==> src/rtl/dsi_rx_packet_parser_pkg.sv <==
// Shared DSI receive definitions: sync byte, parser state encodings,
// long-packet data-type lookup, header ECC and CRC-16 byte step.
package dsi_rx_packet_parser_pkg;

  localparam logic [7:0]  DSI_SYNC_BYTE     = 8'hB8;
  localparam logic [15:0] DSI_CRC_INIT      = 16'hFFFF;
  localparam logic [15:0] DSI_CRC_POLY_REFL = 16'h8408;

  localparam logic [3:0] ST_IDLE    = 4'd0;
  localparam logic [3:0] ST_HUNT    = 4'd1;
  localparam logic [3:0] ST_HDR0    = 4'd2;
  localparam logic [3:0] ST_HDR1    = 4'd3;
  localparam logic [3:0] ST_HDR2    = 4'd4;
  localparam logic [3:0] ST_HDR3    = 4'd5;
  localparam logic [3:0] ST_PAYLOAD = 4'd6;
  localparam logic [3:0] ST_CRC0    = 4'd7;
  localparam logic [3:0] ST_CRC1    = 4'd8;

  typedef struct packed {
    logic [7:0]  di;
    logic [15:0] wc;
  } dsi_hdr_t;

  function automatic logic dsi_is_long_dt(input logic [5:0] dt);
    logic is_long;
    case (dt)
      6'h09, 6'h19, 6'h29, 6'h39,
      6'h0C, 6'h1C, 6'h2C, 6'h3C,
      6'h0D, 6'h0E, 6'h1E, 6'h2E, 6'h3E: is_long = 1'b1;
      default:                           is_long = 1'b0;
    endcase
    return is_long;
  endfunction

  // Hamming parity over {WC hi, WC lo, DI}; same equations as the transmit side.
  function automatic logic [5:0] dsi_ecc24(input logic [23:0] d);
    logic [5:0] p;
    p[0] = d[0] ^ d[1] ^ d[2] ^ d[4] ^ d[5] ^ d[7] ^ d[10] ^ d[11] ^ d[13]
         ^ d[16] ^ d[20] ^ d[21] ^ d[22] ^ d[23];
    p[1] = d[0] ^ d[1] ^ d[3] ^ d[4] ^ d[6] ^ d[8] ^ d[10] ^ d[12] ^ d[14]
         ^ d[17] ^ d[20] ^ d[21] ^ d[22] ^ d[23];
    p[2] = d[0] ^ d[2] ^ d[3] ^ d[5] ^ d[6] ^ d[9] ^ d[11] ^ d[12] ^ d[15]
         ^ d[18] ^ d[20] ^ d[21] ^ d[22];
    p[3] = d[1] ^ d[2] ^ d[3] ^ d[7] ^ d[8] ^ d[9] ^ d[13] ^ d[14] ^ d[15]
         ^ d[19] ^ d[20] ^ d[21] ^ d[23];
    p[4] = d[4] ^ d[5] ^ d[6] ^ d[7] ^ d[8] ^ d[9] ^ d[16] ^ d[17] ^ d[18]
         ^ d[19] ^ d[20] ^ d[22] ^ d[23];
    p[5] = d[10] ^ d[11] ^ d[12] ^ d[13] ^ d[14] ^ d[15] ^ d[16] ^ d[17]
         ^ d[18] ^ d[19] ^ d[21] ^ d[22] ^ d[23];
    return p;
  endfunction

  function automatic logic [15:0] dsi_crc16_byte(input logic [15:0] crc,
                                                 input logic [7:0]  data);
    logic [15:0] c;
    c = crc;
    for (int i = 0; i < 8; i++) begin
      if (c[0] ^ data[i]) begin
        c = (c >> 1) ^ DSI_CRC_POLY_REFL;
      end else begin
        c = c >> 1;
      end
    end
    return c;
  endfunction

endpackage

==> src/rtl/dsi_rx_packet_parser_crc16.sv <==
// Byte-wide DSI payload CRC-16 (reflected 0x1021, LSB first); init wins over enable.
module dsi_rx_crc16
  import dsi_rx_packet_parser_pkg::*;
(
  input  logic        clk_i,
  input  logic        rst_i,
  input  logic        init_i,
  input  logic        en_i,
  input  logic [7:0]  data_i,
  output logic [15:0] crc_o
);

  logic [15:0] crc_q;
  logic [15:0] crc_d;

  always_comb begin
    crc_d = crc_q;
    if (init_i) begin
      crc_d = DSI_CRC_INIT;
    end else if (en_i) begin
      crc_d = dsi_crc16_byte(crc_q, data_i);
    end else begin
      crc_d = crc_q;
    end
  end

  always_ff @(posedge clk_i) begin
    if (rst_i) begin
      crc_q <= DSI_CRC_INIT;
    end else begin
      crc_q <= crc_d;
    end
  end

  assign crc_o = crc_q;

endmodule

==> src/rtl/dsi_rx_packet_parser.sv <==
// DSI HS lane packet parser: hunts the SoT leader, splits bursts into packets,
// emits header fields and payload bytes, and checks header ECC and payload CRC.
module dsi_rx_packet_parser
  import dsi_rx_packet_parser_pkg::*;
#(
  parameter logic [7:0]  g_sync_byte      = DSI_SYNC_BYTE,
  parameter bit          g_check_zero_crc = 1'b0,
  parameter logic [15:0] g_max_wcount     = 16'd4096
) (
  input  logic        clk_i,
  input  logic        rst_i,
  input  logic        hs_active_i,
  input  logic [7:0]  byte_i,
  input  logic        byte_valid_i,
  output logic        hdr_valid_o,
  output logic [1:0]  hdr_vc_o,
  output logic [5:0]  hdr_dt_o,
  output logic [15:0] hdr_wc_o,
  output logic        hdr_long_o,
  output logic [7:0]  pl_data_o,
  output logic        pl_valid_o,
  output logic        pl_last_o,
  output logic        pkt_done_o,
  output logic        ecc_err_o,
  output logic        crc_err_o,
  output logic        len_err_o,
  output logic        trunc_err_o
);

  logic [3:0]  state_q, state_d;
  dsi_hdr_t    hdr_q, hdr_d;
  logic [15:0] cnt_q, cnt_d;
  logic [7:0]  crc_lo_q, crc_lo_d;

  logic        hdr_valid_q, hdr_valid_d;
  logic [1:0]  hdr_vc_q, hdr_vc_d;
  logic [5:0]  hdr_dt_q, hdr_dt_d;
  logic [15:0] hdr_wc_q, hdr_wc_d;
  logic        hdr_long_q, hdr_long_d;
  logic [7:0]  pl_data_q, pl_data_d;
  logic        pl_valid_q, pl_valid_d;
  logic        pl_last_q, pl_last_d;
  logic        pkt_done_q, pkt_done_d;
  logic        ecc_err_q, ecc_err_d;
  logic        crc_err_q, crc_err_d;
  logic        len_err_q, len_err_d;
  logic        trunc_err_q, trunc_err_d;

  logic        is_long_s;
  logic        ecc_bad_s;
  logic        len_bad_s;
  logic        crc_bad_s;
  logic [15:0] crc_rx_s;
  logic [15:0] crc_calc_s;
  logic        crc_init_s;
  logic        crc_en_s;

  assign is_long_s = dsi_is_long_dt(hdr_q.di[5:0]);
  assign ecc_bad_s = (byte_i != {2'b00, dsi_ecc24({hdr_q.wc, hdr_q.di})});
  assign len_bad_s = is_long_s && (hdr_q.wc > g_max_wcount);
  assign crc_rx_s  = {byte_i, crc_lo_q};
  // A zero checksum means "not computed" unless zero checking is enabled.
  assign crc_bad_s = (crc_rx_s != crc_calc_s) &&
                     !((crc_rx_s == 16'h0000) && !g_check_zero_crc);

  assign crc_en_s   = (state_q == ST_PAYLOAD) && hs_active_i && byte_valid_i;
  assign crc_init_s = (state_q != ST_PAYLOAD) && (state_q != ST_CRC0) &&
                      (state_q != ST_CRC1);

  dsi_rx_crc16 u_crc (
    .clk_i  (clk_i),
    .rst_i  (rst_i),
    .init_i (crc_init_s),
    .en_i   (crc_en_s),
    .data_i (byte_i),
    .crc_o  (crc_calc_s)
  );

  always_comb begin
    state_d     = state_q;
    hdr_d       = hdr_q;
    cnt_d       = cnt_q;
    crc_lo_d    = crc_lo_q;
    hdr_valid_d = 1'b0;
    hdr_vc_d    = hdr_vc_q;
    hdr_dt_d    = hdr_dt_q;
    hdr_wc_d    = hdr_wc_q;
    hdr_long_d  = hdr_long_q;
    pl_data_d   = pl_data_q;
    pl_valid_d  = 1'b0;
    pl_last_d   = 1'b0;
    pkt_done_d  = 1'b0;
    ecc_err_d   = 1'b0;
    crc_err_d   = 1'b0;
    len_err_d   = 1'b0;
    trunc_err_d = 1'b0;

    if (state_q == ST_IDLE) begin
      if (hs_active_i) begin
        state_d = ST_HUNT;
      end else begin
        state_d = ST_IDLE;
      end
    end else if (!hs_active_i) begin
      // Burst end: only a packet already in progress counts as truncated.
      state_d = ST_IDLE;
      if ((state_q == ST_HUNT) || (state_q == ST_HDR0)) begin
        trunc_err_d = 1'b0;
      end else begin
        trunc_err_d = 1'b1;
      end
    end else if (byte_valid_i) begin
      case (state_q)
        ST_HUNT: begin
          if (byte_i == g_sync_byte) begin
            state_d = ST_HDR0;
          end else begin
            state_d = ST_HUNT;
          end
        end
        ST_HDR0: begin
          hdr_d.di = byte_i;
          state_d  = ST_HDR1;
        end
        ST_HDR1: begin
          hdr_d.wc[7:0] = byte_i;
          state_d       = ST_HDR2;
        end
        ST_HDR2: begin
          hdr_d.wc[15:8] = byte_i;
          state_d        = ST_HDR3;
        end
        ST_HDR3: begin
          hdr_valid_d = 1'b1;
          hdr_vc_d    = hdr_q.di[7:6];
          hdr_dt_d    = hdr_q.di[5:0];
          hdr_wc_d    = hdr_q.wc;
          hdr_long_d  = is_long_s;
          ecc_err_d   = ecc_bad_s;
          len_err_d   = len_bad_s;
          cnt_d       = hdr_q.wc;
          if (!is_long_s) begin
            pkt_done_d = 1'b1;
            state_d    = ST_HDR0;
          end else if (ecc_bad_s || len_bad_s) begin
            state_d = ST_HUNT;
          end else if (hdr_q.wc == 16'd0) begin
            state_d = ST_CRC0;
          end else begin
            state_d = ST_PAYLOAD;
          end
        end
        ST_PAYLOAD: begin
          pl_valid_d = 1'b1;
          pl_data_d  = byte_i;
          if (cnt_q <= 16'd1) begin
            pl_last_d = 1'b1;
            cnt_d     = 16'd0;
            state_d   = ST_CRC0;
          end else begin
            cnt_d   = cnt_q - 16'd1;
            state_d = ST_PAYLOAD;
          end
        end
        ST_CRC0: begin
          crc_lo_d = byte_i;
          state_d  = ST_CRC1;
        end
        ST_CRC1: begin
          pkt_done_d = 1'b1;
          crc_err_d  = crc_bad_s;
          state_d    = ST_HDR0;
        end
        default: begin
          state_d = ST_IDLE;
        end
      endcase
    end else begin
      state_d = state_q;
    end
  end

  always_ff @(posedge clk_i) begin
    if (rst_i) begin
      state_q  <= ST_IDLE;
      hdr_q    <= '0;
      cnt_q    <= 16'd0;
      crc_lo_q <= 8'd0;
    end else begin
      state_q  <= state_d;
      hdr_q    <= hdr_d;
      cnt_q    <= cnt_d;
      crc_lo_q <= crc_lo_d;
    end
  end

  always_ff @(posedge clk_i) begin
    if (rst_i) begin
      hdr_valid_q <= 1'b0;
      hdr_vc_q    <= 2'd0;
      hdr_dt_q    <= 6'd0;
      hdr_wc_q    <= 16'd0;
      hdr_long_q  <= 1'b0;
      pl_data_q   <= 8'd0;
      pl_valid_q  <= 1'b0;
      pl_last_q   <= 1'b0;
      pkt_done_q  <= 1'b0;
      ecc_err_q   <= 1'b0;
      crc_err_q   <= 1'b0;
      len_err_q   <= 1'b0;
      trunc_err_q <= 1'b0;
    end else begin
      hdr_valid_q <= hdr_valid_d;
      hdr_vc_q    <= hdr_vc_d;
      hdr_dt_q    <= hdr_dt_d;
      hdr_wc_q    <= hdr_wc_d;
      hdr_long_q  <= hdr_long_d;
      pl_data_q   <= pl_data_d;
      pl_valid_q  <= pl_valid_d;
      pl_last_q   <= pl_last_d;
      pkt_done_q  <= pkt_done_d;
      ecc_err_q   <= ecc_err_d;
      crc_err_q   <= crc_err_d;
      len_err_q   <= len_err_d;
      trunc_err_q <= trunc_err_d;
    end
  end

  assign hdr_valid_o = hdr_valid_q;
  assign hdr_vc_o    = hdr_vc_q;
  assign hdr_dt_o    = hdr_dt_q;
  assign hdr_wc_o    = hdr_wc_q;
  assign hdr_long_o  = hdr_long_q;
  assign pl_data_o   = pl_data_q;
  assign pl_valid_o  = pl_valid_q;
  assign pl_last_o   = pl_last_q;
  assign pkt_done_o  = pkt_done_q;
  assign ecc_err_o   = ecc_err_q;
  assign crc_err_o   = crc_err_q;
  assign len_err_o   = len_err_q;
  assign trunc_err_o = trunc_err_q;

endmodule

==> config.mk <==
export PLATFORM = sky130hd
export DESIGN_NAME = dsi_rx_packet_parser
export DESIGN_NICKNAME = d
export VERILOG_FILES = /design/src/rtl/dsi_rx_packet_parser_pkg.sv /design/src/rtl/dsi_rx_packet_parser_crc16.sv /design/src/rtl/dsi_rx_packet_parser.sv
export SDC_FILE = /design/constraint.sdc
export NUM_CORES = 1
export LEC_CHECK = 0
export BUFFER_PORTS_ARGS = -buffer_cell sky130_fd_sc_hd__buf_2
export CAP_MARGIN = 20
export CELL_PAD_IN_SITES_DETAIL_PLACEMENT = 1
export CELL_PAD_IN_SITES_GLOBAL_PLACEMENT = 1
export CORE_AREA = 2 2 114 116
export CTS_CLUSTER_DIAMETER = 100
export CTS_CLUSTER_SIZE = 24
export DETAILED_ROUTE_END_ITERATION = 8
export DIE_AREA = 0 0 116 118
export GPL_TIMING_DRIVEN = 0
export HOLD_SLACK_MARGIN = 0.08
export PLACE_DENSITY = 0.75
export SLEW_MARGIN = 20
export SYNTH_ARGS = -nofsm -noshare
export SYNTH_HDL_FRONTEND = slang
export SYNTH_SLANG_ARGS = --single-unit
export TNS_END_PERCENT = 5
==> constraint.sdc <==
create_clock -name clk_i -period 2.9 [get_ports clk_i]
set_input_delay 0.58 -clock clk_i [delete_from_list [all_inputs] [get_ports clk_i]]
set_output_delay 0.58 -clock clk_i [all_outputs]
set_load 0.01 [all_outputs]
==> results, run 1 <==
- The fraction of power spent switching nets is 0.236.
- The setup TNS is 0 ns.
- For the worst setup path, the data required time is 3.13 ns.
- Once detail routing completed, the nets flagged for antenna violations numbered 0.
- The register-to-register setup slack is roughly 0.23 ns.
- Entering global routing, the biggest net connects 18 pins.
- The share of post-route cells with drive strength above 1 is 0.113.
- Summing internal, switching and leakage power gives 2.86 mW.
- The share of power burned in the clock network is 0.424.
- The final core utilization is 0.502.
- Setup repair after global routing left no endpoint under its margin.
- The clock-pin slew on the worst setup and hold paths is 0.07 ns.
- The die covers 0.0137 mm^2.
- After synthesis, the share of flip-flops with an asynchronous set or reset is 0.
- The total half-perimeter wirelength after legalization and detailed placement is ~12 mm.
- The top-area cell type share of the netlist area is 0.399.
- The first global-routing pass estimated 27.0 mm of wire.
- In the routed design, unresolved DRC markers number 0.
- The number of global-route vias before repair is between 5000 and 6000.
- The run finished with clean final reports.
- For this run the aggregate overflow at the end of global routing stands at 0.
- The critical path capture point type is a flip-flop.
- The total cell area at the placement stage is 0.00594 mm^2.
- The analysis attributes to cell leakage a power of 2.41 nW.
- Along the worst hold path, the cell count comes to 2.
- The net count after synthesis is roughly 670.
- The TritonCTS clock tree is done.
- The initial antenna violation count was 0.
- Compared with the post-synthesis result, the final layout area differs by 12.9%.
- Derived from the worst setup path, the maximum achievable clock frequency is 0.375 GHz.
- The worst hold path terminates at hdr_dt_o[5].
- The number of buffers inserted by port buffering is 42.
- For this design the top-level I/O count stands at between 50 and 60.
- The post-route cell area is approximately 0.0062 mm^2.
- In the layout the commonest cells are sky130_fd_sc_hd__dfxtp_1, sky130_fd_sc_hd__nand2_1, sky130_fd_sc_hd__xnor2_1.
- Registers take 0.00220 mm^2.
- The floorplan step set the die height to 118 um.
- Setup slack closes at 0.235 ns.
- The detailed-route vias per instance is between 5 and 6.
- The complex-gate fraction of the synthesized area is 0.148.
- The top fanout value on the critical path is 10.
- Across the run, the number of max-cap violations was 0.
- The fraction of the mapped netlist area in simple logic gates is 0.200.
- The average footprint of a synthesized cell is 8.40 um^2.
- The slew at the pin closest to its max-slew limit is 0.953 ns.
- The starting density of the core is 0.444.
- The main combinational cell family by area after synthesis is simple AND/OR/NAND/NOR gates.
- The area of the core is 0.0124 mm^2.
- The repair_antennas step left the layout with diodes totalling 0.
- The share of synthesized cell area in full adder, half adder and majority cells is 0.00680.
- The worst min-delay path category is reg -> reg.
- The startpoint of the worst hold path is hdr_dt_o[5].
- The number of enable-type register cells in the synthesized netlist is 0.
- The worst-case vdd ir drop is 237 uV.
- The switching power is a little under 700 uW.
- The type of the setup path with the least slack is reg -> reg.
- The worst slack at placement is 0.0555 ns.
- For this block, the initial DRC count from the detailed router was 224.
- After synthesis, the cell types taking the most area are sky130_fd_sc_hd__dfxtp_1, sky130_fd_sc_hd__xnor2_1, sky130_fd_sc_hd__nand2_1.
- The floorplan has 41 rows.
- Of the total power, combinational logic draws 0.047.
- The sequential share of power is 0.529.
- The total clock buffers created by CTS is 9.
- After the last flow step, the layout net total stands at 724.
- The area occupied by multi-input gates is 0.00308 mm^2.
- The clock net in this run drives a total of 110 sinks.
- The part of the Yosys area used for sequential elements is 0.399.
- The hold violation total from the final report is 0.
- No sink is reached through more buffers than the 2 on the longest clock path.
- The kind of launch point of the worst setup path is a flip-flop.
- The post-synthesis share of cell area spent on xor and xnor gates is 0.152.
- The total vias in the final route is 4890.
- The latest clock arrival within the worst-skew pair is around 0.36 ns.
- The most frequently used flop master after synthesis is sky130_fd_sc_hd__dfxtp_1.
- The tree is rooted in a sky130_fd_sc_hd__clkbuf_16.
- The filler cells instantiated in the layout total 1546.
- The mapped netlist covers roughly 0.0055 mm^2.
- The library cell used most frequently in the layout, excluding fill and tap cells, is sky130_fd_sc_hd__dfxtp_1.
- The final critical-path share of the clock period is 0.919.
- In this run, distinct cell masters in the synthesized netlist total 54.
- The first TritonRoute pass finished after 4 iterations.
- The routed wirelength normalized by instance count is 18.9 um.
- Data on the critical path arrives at its endpoint at 2.89 ns.
- The endpoint of the worst register-to-register path is cnt_q[6].
- The power density over the cells is 459 mW/mm^2.
- The number of max-slew violations in the final report is 0.
- Measured against the total synthesized area, the mux share comes to 0.0510.
- The count of endpoints failing setup in the final report is 0.
- The count of state elements after synthesis is between 100 and 150.
- The number of cells produced by synthesis is 657.
- The worst slew margin relative to its limit is 0.362.
- During synthesis, Yosys emitted a total of 0 warnings.
- Summed over all instances, the cell type with the most area after synthesis is sky130_fd_sc_hd__dfxtp_1.
- The die is 116 um wide.
- The origin of the critical flop-to-flop path is cnt_q[0].
- The weighted congestion at the end of routability-driven global placement is 0.875.
- For this run, the total global-route usage over all layers was measured as 0.253.
- The maximum level of the CTS H-tree is 3.
- The internal power is 2.18 mW.
- For the worst flop-to-flop path, the logic depth is 10.
- The overall routed net length is 16.7 mm.
- Counting I/O delays and the setup requirement, the final critical path takes 2.67 ns.
- Across the routed clock network, the largest skew measured is 0.00903 ns.
-- metal layers --
metal  track usage  share of wire  wire length, um
met1         0.334           0.44             7400
met2         0.429           0.50             8300
met4        0.0737          0.015              256
met3        0.0345          0.045              754
met5             0              0                0
-- area by class of cell --
type / instances / share of cell area
clock inverters: 5 / 0.00522
flip-flops and latches: 110 / 0.353
plain buffers: 50 / 0.0325
well taps: 172 / 0.0345
inverters: 9 / 0.00542
clock buffers: 11 / 0.0406
repair buffers: 42 / 0.0337
multi-input cells: 487 / 0.494
-- worst max-delay path by stage --
stage,start,endpoint,slack [ns],cells past startpoint
6_report,cnt_q[0],cnt_q[6],0.23,10
5_1_grt,cnt_q[1],cnt_q[3],0.10,10
4_1_cts,cnt_q[0],cnt_q[6],0.04,11
3_5_place_dp,cnt_q[0],cnt_q[6],0.06,11
3_3_place_gp,cnt_q[0],cnt_q[3],0.10,11
2_1_floorplan,byte_i[1],state_q[0],0.67,8
-- metrics by stage --
stage / hold slack, ns / instances
floorplan: 0.449 / 657
global placement: 0.440 / 871
finish: 0.451 / 886
CTS: 0.454 / 887
global route: 0.467 / 886
detailed placement: 0.444 / 871
-- cell families after synthesis --
kind of cell    Yosys count
buf+inv                  60
xor+xnor                 90
flops                   110
compound gates          124
mux                      28
simple gates            242
fa+ha+maj                 3
-- worst max-delay path, stage by stage (launching register included) --
cell                       delay [ns]
sky130_fd_sc_hd__dfxtp_1         0.38
sky130_fd_sc_hd__inv_1           0.12
sky130_fd_sc_hd__ha_1            0.36
sky130_fd_sc_hd__nor2_1          0.10
sky130_fd_sc_hd__nor3_2          0.23
sky130_fd_sc_hd__nand4b_1        0.39
sky130_fd_sc_hd__nand3_1         0.33
sky130_fd_sc_hd__buf_2           0.26
sky130_fd_sc_hd__o21ai_0         0.12
sky130_fd_sc_hd__a22oi_1         0.18
sky130_fd_sc_hd__nor2_1          0.05
-- synthesized netlist by cell type, drive strengths merged, types with 2 or more instances --
| library cell | instances |
|---|---|
| a31oi | 3 |
| buf | 13 |
| nor2b | 10 |
| a22oi | 6 |
| xnor3 | 3 |
| a21oi | 52 |
| xnor2 | 72 |
| a32o | 5 |
| mux2i | 27 |
| nand2b | 3 |
| a211oi | 4 |
| o211ai | 15 |
| nand4b | 2 |
| nand3 | 13 |
| nand4 | 8 |
| o31ai | 2 |
| dfxtp | 110 |
| nor3 | 17 |
| nor4 | 8 |
| o22a | 7 |
| clkbuf | 38 |
| a221oi | 5 |
| nor2 | 63 |
| or3 | 6 |
| inv | 9 |
| nand2 | 103 |
| and4 | 2 |
| o21ai | 15 |
| or4 | 3 |
| o41ai | 3 |
| a22o | 2 |
| ha | 3 |
| xor2 | 15 |
-- flip-flops by register name (all words and copies together) (netlist names), 2 cells and up --
register / cells
hdr_q: 24
cnt_q: 16
hdr_wc_o: 16
u_crc.crc_o: 16
crc_lo_q: 8
pl_data_o: 8
hdr_dt_o: 6
state_q: 4
hdr_vc_o: 2
-- power by group through the flow --
stage	registers, mW	logic (mW)	clock network (mW)
finish	1.51	0.134	1.21
global placement	1.55	0.132	0
CTS	1.51	0.135	1.23
global route	1.51	0.146	1.29
detailed placement	1.55	0.134	0
floorplan	1.55	0.0936	0
-- repair_timing --
action                     CTS  global route
setup endpoints to repair    0            10
setup buffers                0             0
hold buffers                 0             0
hold endpoints to repair     0             0
gates resized for setup      0             1
Power figures use the tool's default switching activity.
==> inputs of run 2 (changes only) <==
--- a/config.mk
+++ b/config.mk
@@ -16,7 +16,7 @@
 export DIE_AREA = 0 0 116 118
 export GPL_TIMING_DRIVEN = 0
 export HOLD_SLACK_MARGIN = 0.08
-export PLACE_DENSITY = 0.75
+export PLACE_DENSITY_LB_ADDON = 0.1
 export SLEW_MARGIN = 20
 export SYNTH_ARGS = -nofsm -noshare
 export SYNTH_HDL_FRONTEND = slang
==> run 2 against run 1 <==
Cell area is 0.96% higher; highest routed layer unchanged; critical endpoint is now cnt_q[5]; sequential share of layout area is 0.34 points lower; fmax increased by 1.8%; critical path depth increased by 2; clock-buffer cell count grew 1; clock skew decreased by 0.00079 ns; clock power up 17%; die area did not move; largest power group unchanged; combinational power hardly changed; critical path type unchanged; register-to-register slack better by 0.05 ns.
==> results, run 2 (same netlist as run 1, synthesis figures left out) <==
- The global routing's busiest layer is met2 (unchanged).
- Commonest non-fill, non-tap cells in the layout: sky130_fd_sc_hd__dfxtp_1, sky130_fd_sc_hd__nand2_1, sky130_fd_sc_hd__xnor2_1 (unchanged).
- The register name with the most flops is hdr_q (unchanged).
- The type of the setup path with the least slack is reg -> reg (unchanged).
- The number of global-route vias before repair came to 5022 (was 5061).
- The total clock buffers created by CTS was 9 (unchanged).
- The post-route non-filler standard cell count is 889 (was 886).
- The starting density of the core is 0.444 (unchanged).
- The detailed router's first-iteration violation count is 246 (was 224).
- The detailed-route vias per instance is 5.45 (was 5.52).
- The fill cell total of the finished layout came to 1551 (was 1546).
- The number of buffers inserted by port buffering is 42 (unchanged).
- The top fanout value on the critical path is 10 (unchanged).
- The required time reported for the critical path endpoint is 3.10 ns (was 3.13 ns).
- Unrepaired setup endpoints after global routing: false (unchanged).
- The power density over the cells is 487 mW/mm^2 (was 459 mW/mm^2).
- The site row count is 41 (unchanged).
- The worst min-delay path category was reg -> reg (unchanged).
- The worst slew margin relative to its limit is 0.391 (was 0.362).
- The root buffer selected by CTS is sky130_fd_sc_hd__clkbuf_16 (unchanged).
- The final clock skew was 0.00823 ns (was 0.00903 ns).
- The routing usage on met1 is 0.341 (was 0.334).
- The area enclosed by the die boundary was 0.0137 mm^2 (unchanged).
- The routed wirelength normalized by instance count was 19.0 um (was 18.9 um).
- The global-route wire length before repair is 27.5 mm (was 27.0 mm).
- The total half-perimeter wirelength after legalization and detailed placement is 12.2 mm (was 12.1 mm).
- The slew at the pin closest to its max-slew limit was 0.909 ns (was 0.953 ns).
- The post-CTS resize count is 0 (unchanged).
- The TritonCTS clock tree is done (unchanged).
- Status: finished clean (unchanged).
- The all-layer global routing usage was 0.260 (was 0.253).
- The pin count of the biggest net entering global routing is 17 (was 18).
- The final net count is 727 (was 724).
- The remaining global-route overflow is 0 (unchanged).
- The overall routed net length is 16.9 mm (was 16.7 mm).
- The critical path capture point type is a flip-flop (unchanged).
- The weighted congestion at the end of routability-driven global placement is 0.905 (was 0.875).
- The detailed-router iteration count before antenna repair is 4 (unchanged).
- The critical path data arrival time is 2.82 ns (was 2.89 ns).
- The cell leakage power is 2.44 nW (was 2.41 nW).
- The global-route track usage on met3 came to 0.0345 (unchanged).
- The met2 layer usage reported by global route is 0.439 (was 0.429).
- The setup TNS is 0 ns (unchanged).
- The combinational group share of total power was 0.044 (was 0.047).
- The upper clock frequency limit is 0.382 GHz (was 0.375 GHz).
- The total clock sinks is 110 (unchanged).
- The maximum buffer depth of the clock tree was 2 (unchanged).
- The final period demand of the worst path is 2.62 ns (was 2.67 ns).
- The number of flip-flops under the largest register name is 24 (unchanged).
- The count of boundary I/O pins is 53 (unchanged).
- The internal power was 2.40 mW (was 2.18 mW).
- The die height was 118 um (unchanged).
- The area of the core is 0.0124 mm^2 (unchanged).
- The post-CTS setup buffer count is 0 (unchanged).
- The remaining routing DRC violations is 0 (unchanged).
- The worst-case vdd ir drop is 258 uV (was 237 uV).
- The share of post-route cells with drive strength above 1 is 0.110 (was 0.113).
- The placed cell count is 871 (unchanged).
- The overall die width is 116 um (unchanged).
- The most common cell after layout, fill and taps aside is sky130_fd_sc_hd__dfxtp_1 (unchanged).
- The final critical-path share of the clock period came to 0.903 (was 0.919).
- The antenna diode count is 0 (unchanged).
- The switching power is 665 uW (was 676 uW).
- The sequential share of power is 0.494 (was 0.529).
- The total vias in the final route is 4845 (was 4890).
- The area growth from synthesis to layout is 14.0% (was 12.9%).
- The count of maximum capacitance violations is 0 (unchanged).
- The hold violation total from the final report was 0 (unchanged).
- The initial antenna violation count is 0 (unchanged).
- The kind of launch point of the worst setup path is a flip-flop (unchanged).
- The post-cts hold buffer count is 0 (unchanged).
- The fraction of power spent switching nets is 0.217 (was 0.236).
- The clock-pin slew on the worst setup and hold paths is 0.07 ns (about the same).
- The latest clock arrival within the worst-skew pair is 0.36 ns (about the same).
- The maximum level of the CTS H-tree was 3 (unchanged).
- The share of power burned in the clock network is 0.463 (was 0.424).
- The count of endpoints failing setup in the final report is 0 (unchanged).
- The number of max-slew violations in the final report is 0 (unchanged).
- The post-route antenna net violation count is 0 (unchanged).
-- run 2: cell count changes in the layout (fill, tap and decap cells not counted), sizes merged --
| cell | delta |
|---|---|
| clkbuf | +2 |
| buf | +2 |
| inv | -1 |
| bufinv | +3 |
| clkinv | -3 |
-- run 2: area by class of cell --
class,count,area (um^2),area share
Multi-Input combinational cell,487,3080,0.489
Sequential cell,110,2200,0.350
Clock buffer,12,236,0.0376
Timing Repair Buffer,44,225,0.0358
Tap cell,172,215,0.0342
Buffer,51,206,0.0328
Clock inverter,4,95.1,0.0151
Inverter,9,33.8,0.00537
-- run 2: path summary, 6_finish.rpt --
path,startpoint,to,slack [ns],cells past startpoint
hold / removal,hdr_wc_o[14],hdr_wc_o[14],0.45,2
setup / recovery,cnt_q[0],cnt_q[5],0.28,12
hold reg to reg,hdr_wc_o[14],hdr_wc_o[14],0.45,2
setup reg to reg,cnt_q[0],cnt_q[5],0.28,12
-- run 2: worst max-delay path, cell delays in order (launching register included) --
cell,delay (ns)
sky130_fd_sc_hd__dfxtp_1,0.39
sky130_fd_sc_hd__inv_1,0.11
sky130_fd_sc_hd__ha_1,0.14
sky130_fd_sc_hd__clkbuf_1,0.32
sky130_fd_sc_hd__nor2_1,0.09
sky130_fd_sc_hd__nor3_1,0.33
sky130_fd_sc_hd__nand4b_1,0.15
sky130_fd_sc_hd__buf_4,0.18
sky130_fd_sc_hd__nand3_1,0.17
sky130_fd_sc_hd__buf_2,0.26
sky130_fd_sc_hd__a21oi_1,0.08
sky130_fd_sc_hd__o21ai_1,0.14
sky130_fd_sc_hd__a21oi_1,0.11
-- run 2: routing by layer --
metal / vias to the layer above / part of all wire / wire, um
met1: 2356 / 0.44 / 7410
met3: 19 / 0.052 / 877
li1: 2364 / - / -
met4: 0 / 0.015 / 259
met2: 106 / 0.49 / 8310
met5: - / 0 / 0
-- run 2: through the flow --
| stage | instance area, um^2 | utilization | setup WS [ns] | power (mW) | hold slack (ns) |
|---|---|---|---|---|---|
| 6_report | 6290 | 0.507 | 0.281 | 3.06 | 0.452 |
| 5_1_grt | 6290 | 0.507 | 0.0183 | 3.14 | 0.479 |
| 4_1_cts | 6270 | 0.505 | 0.0466 | 3.07 | 0.457 |
| 3_5_place_dp | 5940 | 0.479 | 0.0591 | 1.68 | 0.447 |
| 3_3_place_gp | 5940 | 0.479 | 0.0453 | 1.68 | 0.440 |
| 2_1_floorplan | 5520 | - | 0.674 | 1.64 | 0.449 |
-- run 2: power groups by stage --
stage | Sequential [mW] | Clock (mW) | Combinational, mW
finish | 1.51 | 1.42 | 0.133
detailed placement | 1.55 | 0 | 0.133
global placement | 1.55 | 0 | 0.130
floorplan | 1.55 | 0 | 0.0936
CTS | 1.51 | 1.42 | 0.134
global route | 1.51 | 1.49 | 0.147
==> inputs of run 3 (changes only) <==
--- a/config.mk
+++ b/config.mk
@@ -9,11 +9,11 @@
 export CAP_MARGIN = 20
 export CELL_PAD_IN_SITES_DETAIL_PLACEMENT = 1
 export CELL_PAD_IN_SITES_GLOBAL_PLACEMENT = 1
-export CORE_AREA = 2 2 114 116
+export CORE_AREA = 2 2 129 131
 export CTS_CLUSTER_DIAMETER = 100
 export CTS_CLUSTER_SIZE = 24
 export DETAILED_ROUTE_END_ITERATION = 8
-export DIE_AREA = 0 0 116 118
+export DIE_AREA = 0 0 131 133
 export GPL_TIMING_DRIVEN = 0
 export HOLD_SLACK_MARGIN = 0.08
 export PLACE_DENSITY_LB_ADDON = 0.1
==> run 3 against run 2 <==
Wire length is 3.7% higher; cell count increased by 5.2%; sequential cell count stayed put; die area increased by 27%; utilization decreased by 12 points; sequential power about the same; cell area about the same; sequential share of layout area hardly changed; largest power group unchanged; clock-buffer cell count is 1 lower; critical path depth fell by 1; first-iteration DRC count is 2.0% higher.
==> results, run 3 (same netlist as run 1, synthesis figures left out) <==
- Status: finished clean (unchanged).
- The weighted congestion at the end of routability-driven global placement is 0.835 (was 0.905).
- The placed cell count was 919 (was 871).
- The setup TNS came to 0 ns (unchanged).
- The detailed router's first-iteration violation count was 251 (was 246).
- The critical path data arrival time is 2.91 ns (was 2.82 ns).
- The count of maximum capacitance violations was 0 (unchanged).
- The maximum level of the CTS H-tree is 3 (unchanged).
- The upper clock frequency limit came to 0.372 GHz (was 0.382 GHz).
- The worst-case vdd ir drop is 258 uV (about the same).
- The total clock buffers created by CTS came to 9 (unchanged).
- The area enclosed by the die boundary is 0.0174 mm^2 (was 0.0137 mm^2).
- The starting density of the core is 0.341 (was 0.444).
- The count of boundary I/O pins is 53 (unchanged).
- The type of the setup path with the least slack was reg -> reg (unchanged).
- The post-route antenna net violation count is 0 (unchanged).
- The register name with the most flops is hdr_q (unchanged).
- The final worst setup slack is 0.209 ns (was 0.281 ns).
- The area of the core came to 0.0162 mm^2 (was 0.0124 mm^2).
- The detailed-router iteration count before antenna repair was 4 (unchanged).
- Unrepaired setup endpoints after global routing: false (unchanged).
- The post-cts hold buffer count came to 0 (unchanged).
- The final critical-path share of the clock period was 0.928 (was 0.903).
- The most common cell after layout, fill and taps aside is sky130_fd_sc_hd__dfxtp_1 (unchanged).
- The number of flip-flops under the largest register name was 24 (unchanged).
- The worst slack at placement is -0.0861 ns (was 0.0591 ns).
- The power density over the cells was 450 mW/mm^2 (was 487 mW/mm^2).
- The total clock sinks was 110 (unchanged).
- The hold violation total from the final report was 0 (unchanged).
- The final net count came to 726 (was 727).
- The slowest library cell on the worst path is sky130_fd_sc_hd__nor3_1 (was sky130_fd_sc_hd__dfxtp_1).
- The worst slew margin relative to its limit came to 0.365 (was 0.391).
- The critical path's largest stage delay is 0.40 ns (was 0.39 ns).
- The maximum buffer depth of the clock tree is 2 (unchanged).
- The initial antenna violation count is 0 (unchanged).
- The number of max-slew violations in the final report is 0 (unchanged).
- The clock-pin slew on the worst setup and hold paths is 0.07 ns (about the same).
- The post-route worst hold slack is 0.452 ns (about the same).
- The overall routed net length is 17.5 mm (was 16.9 mm).
- The post-route non-filler standard cell count was 935 (was 889).
- The library cell appearing most often on the critical path is sky130_fd_sc_hd__nor2_1 (was sky130_fd_sc_hd__a21oi_1).
- The site row count is 47 (was 41).
- The number of buffers inserted by port buffering is 42 (unchanged).
- The remaining routing DRC violations is 0 (unchanged).
- The count of endpoints failing setup in the final report is 0 (unchanged).
- Series of cell instances along the critical path: inv_1 > ha_1 > clkbuf_1 > nor2_1 > nor3_1 > nand4b_1 > nand3_1 > buf_2 > o21ai_1 > a22oi_1 > nor2_1 (was inv_1 > ha_1 > clkbuf_1 > nor2_1 > nor3_1 > nand4b_1 > buf_4 > nand3_1 > buf_2 > a21oi_1 > o21ai_1 > a21oi_1).
- The worst min-delay path category is reg -> reg (unchanged).
- The die height is 133 um (was 118 um).
- The kind of launch point of the worst setup path is a flip-flop (unchanged).
- The share of post-route cells with drive strength above 1 came to 0.112 (was 0.110).
- The total vias in the final route is 4796 (was 4845).
- The area growth from synthesis to layout is 13.9% (was 14.0%).
- The number of global-route vias before repair was 4896 (was 5022).
- The TritonCTS clock tree is done (unchanged).
- The global-route wire length before repair is 27.9 mm (was 27.5 mm).
- The area occupied by multi-input gates is 0.00308 mm^2 (unchanged).
- The detailed-route vias per instance is 5.13 (was 5.45).
- The cell leakage power came to 2.41 nW (was 2.44 nW).
- The root buffer selected by CTS is sky130_fd_sc_hd__clkbuf_16 (unchanged).
- The required time reported for the critical path endpoint is 3.12 ns (was 3.10 ns).
- The final period demand of the worst path is 2.69 ns (was 2.62 ns).
- The remaining global-route overflow is 0 (unchanged).
- The critical path capture point type is a flip-flop (unchanged).
- The overall die width is 131 um (was 116 um).
- The latest clock arrival within the worst-skew pair is 0.35 ns (was 0.36 ns).
- The top fanout value on the critical path came to 10 (unchanged).
- The slew at the pin closest to its max-slew limit came to 0.950 ns (was 0.909 ns).
- The antenna diode count came to 0 (unchanged).
- The total half-perimeter wirelength after legalization and detailed placement is 12.8 mm (was 12.2 mm).
- The final clock skew was 0.00319 ns (was 0.00823 ns).
- The fill cell total of the finished layout was 1965 (was 1551).
- The all-layer global routing usage was 0.209 (was 0.260).
- The routed wirelength normalized by instance count was 18.7 um (was 19.0 um).
- The pin count of the biggest net entering global routing is 17 (unchanged).
- The register area is 0.00220 mm^2 (unchanged).
- Commonest non-fill, non-tap cells in the layout: sky130_fd_sc_hd__dfxtp_1, sky130_fd_sc_hd__nand2_1, sky130_fd_sc_hd__xnor2_1 (unchanged).
## run 3: cell types whose count changed in the layout (fill, tap and decap cells not counted), sizes merged
cell,delta
buf,-1
bufinv,-3
clkbuf,-1
clkinv,+2
clkinvlp,+1
## run 3: path summary, 6_finish.rpt
| kind | depth (start not counted) | from | slack, ns | end |
|---|---|---|---|---|
| min | 2 | hdr_dt_o[0] | 0.45 | hdr_dt_o[0] |
| max reg2reg | 11 | cnt_q[0] | 0.21 | cnt_q[12] |
| min reg2reg | 2 | hdr_dt_o[0] | 0.45 | hdr_dt_o[0] |
| max | 11 | cnt_q[0] | 0.21 | cnt_q[12] |
## run 3: layer usage
layer / track usage / up-vias / wire (um)
li1: - / 2367 / -
met1: 0.285 / 2337 / 8150
met2: 0.343 / 77 / 8450
met3: 0.0263 / 15 / 626
met4: 0.0632 / 0 / 262
met5: 0 / - / 0
## run 3: layout make-up
cell class / count / area share
sequential: 110 / 0.350
buffer: 51 / 0.0328
tap: 220 / 0.0438
clock inverter: 4 / 0.00358
timing repair buffer: 43 / 0.0346
clock buffer: 11 / 0.0402
multi-input combinational: 487 / 0.489
inverter: 9 / 0.00537
## run 3: repair_timing
action / 4_1_cts / 5_1_grt
gates resized for setup: 0 / 0
setup endpoints to repair: 10 / 0
setup buffers: 1 / 0
endpoints found under the hold margin: 0 / 0
## run 3: stage by stage
stage,util,power (mW),area [um^2]
2_1_floorplan,-,1.64,5520
3_3_place_gp,0.371,1.68,6000
3_5_place_dp,0.371,1.68,6000
4_1_cts,0.389,2.87,6290
5_1_grt,0.389,2.94,6290
6_report,0.389,2.83,6290
## run 3: critical path: cells and delay by family, from the launching register on
kind | cells | cell delay [ns]
adder cells (fa/ha/maj) | 1 | 0.15
AO/OA/AOI/OAI | 2 | 0.30
flip-flops | 1 | 0.39
buffers and inverters | 3 | 0.70
AND/OR/NAND/NOR | 5 | 1.02
## run 3: report_power, final
part | switching [mW] | internal (mW)
clock | 0.557 | 0.621
combinational | 0.0968 | 0.0409
sequential | 0.000564 | 1.51
total | 0.655 | 2.17
